<file path="src/rtl/instr_fetch_unit.sv">
// instr_fetch_unit: single-outstanding instruction fetch with a valid/ready decode port and redirect flush
module instr_fetch_unit #(
  parameter int                ADDR_W   = 32,
  parameter int                INSTR_W  = 32,
  parameter logic [ADDR_W-1:0] RESET_PC = '0,
  parameter int                PC_STEP  = 4
) (
  input  logic               clk,
  input  logic               rst,
  output logic               imem_req_valid,
  input  logic               imem_req_ready,
  output logic [ADDR_W-1:0]  imem_addr,
  input  logic               imem_rsp_valid,
  input  logic [INSTR_W-1:0] imem_rsp_data,
  output logic               if_valid,
  input  logic               if_ready,
  output logic [INSTR_W-1:0] if_instr,
  output logic [5:0]         if_opcode,
  output logic [ADDR_W-1:0]  if_pc,
  input  logic               redirect_valid,
  input  logic [ADDR_W-1:0]  redirect_pc
);
  typedef enum logic [1:0] {IDLE, REQ, WAIT, HOLD} state_t;
  state_t state_q, state_d;
  logic [ADDR_W-1:0] pc_q, pc_d, if_pc_q, if_pc_d;
  logic [INSTR_W-1:0] if_instr_q, if_instr_d;
  logic drop_q, drop_d, req_q, req_d, if_valid_q, if_valid_d;
  logic redir, rsp_take;
  assign redir = redirect_valid && state_q != IDLE;
  assign rsp_take = state_q == WAIT && imem_rsp_valid && !redir;
  always_ff @(posedge clk or posedge rst) begin
    if (rst) begin
      state_q    <= IDLE;
      pc_q       <= RESET_PC;
      drop_q     <= 1'b0;
      req_q      <= 1'b0;
      if_valid_q <= 1'b0;
      if_instr_q <= '0;
      if_pc_q    <= '0;
    end else begin
      state_q    <= state_d;
      pc_q       <= pc_d;
      drop_q     <= drop_d;
      req_q      <= req_d;
      if_valid_q <= if_valid_d;
      if_instr_q <= if_instr_d;
      if_pc_q    <= if_pc_d;
    end
  end
  always_comb begin
    state_d = redir              ? REQ
            : state_q == IDLE    ? REQ
            : state_q == REQ     ? ((req_q && imem_req_ready) ? WAIT : REQ)
            : state_q == WAIT    ? (imem_rsp_valid ? HOLD : WAIT)
            : (if_ready ? REQ : HOLD);
  end
  // drop marks one response still owed by memory for a flushed request; it only lives in REQ
  always_comb begin
    pc_d       = redir ? redirect_pc : rsp_take ? pc_q + ADDR_W'(PC_STEP) : pc_q;
    drop_d     = drop_q ? !imem_rsp_valid
               : redir && (state_q == WAIT ? !imem_rsp_valid : state_q == REQ && req_q && imem_req_ready);
    if_valid_d = !redir && (rsp_take || (if_valid_q && !if_ready));
    if_instr_d = rsp_take ? imem_rsp_data : if_instr_q;
    if_pc_d    = rsp_take ? pc_q : if_pc_q;
    req_d      = state_d == REQ && !drop_d;
  end
  assign imem_req_valid = req_q;
  assign imem_addr      = pc_q;
  assign if_valid       = if_valid_q;
  assign if_instr       = if_instr_q;
  assign if_pc          = if_pc_q;
  assign if_opcode      = if_instr_q[INSTR_W-1 -: 6];
endmodule

</file>
<file path="config.mk">
export PLATFORM = sky130hd
export DESIGN_NAME = instr_fetch_unit
export DESIGN_NICKNAME = d
export VERILOG_FILES = /design/src/rtl/instr_fetch_unit.sv
export SDC_FILE = /design/constraint.sdc
export NUM_CORES = 1
export LEC_CHECK = 0
export ABC_CLOCK_PERIOD_IN_PS = 3130
export CAP_MARGIN = 10
export CORE_MARGIN = 2
export CORE_UTILIZATION = 40
export CTS_CLUSTER_SIZE = 8
export DETAILED_ROUTE_END_ITERATION = 12
export PLACE_DENSITY = 0.8
export SYNTH_ARGS = -nofsm -noshare
export SYNTH_HDL_FRONTEND = slang
export SYNTH_SLANG_ARGS = --single-unit
export TNS_END_PERCENT = 10
</file>
<file path="constraint.sdc">
create_clock -name clk -period 3.13 [get_ports clk]
set_input_delay 0.626 -clock clk [delete_from_list [all_inputs] [get_ports clk]]
set_output_delay 0.626 -clock clk [all_outputs]
set_load 0.1 [all_outputs]
</file>
==> impl_metrics.py <==
metrics = {
    "layout": {
        "area_growth_pct": 41.0,
        "nets": 734,
        "antenna_cells": 0,
        "final_layout_size_suffix_gt1_share_pct": 20.8,
    },
    "status": {
        "status": "finished, final reports clean",
    },
    "floorplan": {
        "rows": 39,
        "die-area_mm2": 0.0123,
        "ios": 174,
        "start_util_pct": 40.6,
        "core_mm2": 0.0113,
        "die_x_um": 111,
        "die-height_um": 111,
    },
    "global_routing": {
        "grt_pass1_wl_um": 21200,
        "grt_max_degree": 61,
        "grt_pass1_vias": 4153,
        "antenna_found_initial": 0,
        "grt_overflow": 0,
        "grt.total_usage_pct": 21.1,
    },
    "routing": {
        "drtAntennaViolNets": 0,
        "num_vias": 4244,
        "drt_iter0_drc": 254,
        "drc": 0,
        "routedWlPerCell_um": 15.8,
        "via_per_inst": 5.23,
        "drt-pass1-iter-count": 4,
        "wl_um": 12800,
    },
    "clock_tree": {
        "cts_made_buffers": 9,
        "cts_resized": 0,
        "cts.sinks": 101,
        "postCtsHoldBufs": 0,
        "cts.htree.levels": 3,
        "clockBufferDepth": 2,
        "clkTransAtPathRegs_ps": 70,
        "clk_latency_ps": 340,
        "cts_tree": "built",
        "clock-root-buffer": "clkbuf_16",
        "post_cts_buffers": 0,
    },
    "yosys": {
        "ys_seq_area_share_pct": 55.2,
        "ys.flop_type": "dfrtp_1",
        "synth.distinct_cells": 49,
        "netlist_instances": 509,
        "async_reset_ff_share_pct": 100,
        "syn-cell-area_mm2": 0.00458,
        "synth_nets": 580,
        "syn_avg_cell_area_um2": 8.99,
        "synth-seq-cells": 101,
        "synth_edf_count": 0,
        "yosysWarningCount": 0,
    },
    "timing": {
        "setup_slack_ps": 743,
        "period_share_pct": 76.3,
        "fin_tns_setup_ps": 0,
        "finalSetupViolCount": 0,
        "slew_headroom_pct": 36.2,
        "fin_crit_ps": 2390,
        "fmax_ghz": 0.419,
        "hold_violations": 0,
        "final_max_slew_viol_count": 0,
        "worstMarginPinSlew_ps": 957,
        "holdWs_ps": 480,
        "rsz0062_at_grt": "false",
        "clock_skew_ps": 9.12,
    },
    "setup_path": {
        "rrSetupSlack_ps": 740,
        "critPathArrivalTime_ps": 2660,
        "critPathCaptureType": "register",
        "cp_max_fo": 11,
        "cp-startpoint": "imem_addr[2]",
        "crit_type": "register to register",
        "reg2regPathDepth": 6,
        "r2r_end": "imem_addr[22]",
        "rr_startpoint": "imem_addr[2]",
        "startpoint_type": "register",
        "crit_end": "imem_addr[22]",
        "cp.required_ps": 3410,
    },
    "placed_design": {
        "port_buffers": 173,
        "post-place-ws_ps": 467,
        "place.detailed.hpwl_um": 9100,
        "gp_congestion": 0.828,
    },
    "run": {
        "maxCapViolations": 0,
    },
    "hold_path": {
        "hp-start": "if_pc[31]",
        "hp-class": "register to register",
    },
}
[how the worst min path moves through the flow]
stage,slack [ps],endpoint,cells past startpoint
floorplan,450,drop_q,1
global placement,460,if_instr[24],2
detailed placement,460,if_pc[31],2
CTS,480,if_pc[31],2
global route,490,if_pc[9],2
finish,480,if_pc[31],2
[cells in the final DEF (no fill, tap or decap), types with 2 or more instances in the layout]
cell	n
a21oi_1	7
a221o_1	10
a22oi_1	9
a31oi_1	5
a32oi_1	2
and2_1	3
and3_1	4
buf_4	111
bufinv_16	2
clkbuf_16	9
clkdlybuf4s50_1	69
clkinv_2	2
clkinvlp_4	2
dfrtp_1	101
inv_1	4
mux2_2	2
mux2i_1	2
nand2_1	214
nand2b_1	2
nand3_1	9
nand3_2	2
nand4_1	10
nor2_1	12
nor3_1	5
nor4_1	6
nor4_4	2
o211ai_1	2
o21ai_0	30
o311ai_0	2
xor2_1	7
[per-layer routing]
layer  part of all wire [%]  GRT usage (%)  vias up
met4                    2.1           7.25        0
met3                    7.4           4.87       21
met1                     43           28.3     2014
li1                       -              -     2024
met5                      0              0        -
met2                     48           33.9      185
[kinds of logic (layout without fill, tap and decap cells)]
family	after synthesis	in the layout	share of synthesized area, %
simple gates	278	278	26.8
flops	101	101	55.2
compound gates	76	76	11.0
buf+inv	42	201	4.38
xor+xnor	7	7	1.34
mux	4	4	0.930
fa+ha+maj	1	1	0.273
[cell usage after synthesis (3+ instances only)]
library cell | count | area, µm²
a22oi_1 | 9 | 67.6
buf_2 | 6 | 30.0
clkbuf_1 | 20 | 75.1
nor2_1 | 12 | 45.0
dfrtp_1 | 101 | 2530
nand3_1 | 9 | 45.0
nor4_1 | 6 | 37.5
nor3_1 | 5 | 25.0
xor2_1 | 7 | 61.3
o21ai_0 | 30 | 150
inv_1 | 5 | 18.8
and2_1 | 3 | 18.8
and3_1 | 4 | 25.0
nand4_1 | 10 | 62.6
buf_4 | 7 | 52.6
nand2_1 | 214 | 803
a31oi_1 | 5 | 31.3
a21oi_1 | 7 | 35.0
a221o_1 | 10 | 100
[worst max-delay path: stages, from the launching register on]
cell and delay [ps]:
dfrtp_1 460, ha_1 250, nand3_2 200, nor4_4 680
nand2_1 150, or4_1 490, nand3_1 90
[flip-flops by register name, summed over array words and instances, names as in the netlist]
register        count
if_valid            1
imem_req_valid      1
imem_addr          32
if_pc              32
drop_q              1
state_q             2
if_instr           32
[layout make-up]
class                   count  area [µm²]
flip-flops and latches    101        2530
clock inverters             6        86.3
fillers                   963        4820
repair buffers            180        1520
inverters                   5        22.5
clock buffers              10         239
multi-input cells         366        1870
well taps                 143         179
[through the flow]
stage	utilization (%)	instances	area, µm²
3_3_place_gp	54.3	795	6120
2_1_floorplan	-	509	4580
6_report	57.2	811	6450
5_1_grt	57.2	811	6450
3_5_place_dp	54.3	795	6120
4_1_cts	57.2	811	6450
Power is not shown: default switching activity piles up to over one toggle a cycle in this logic, so the estimate is an artifact.
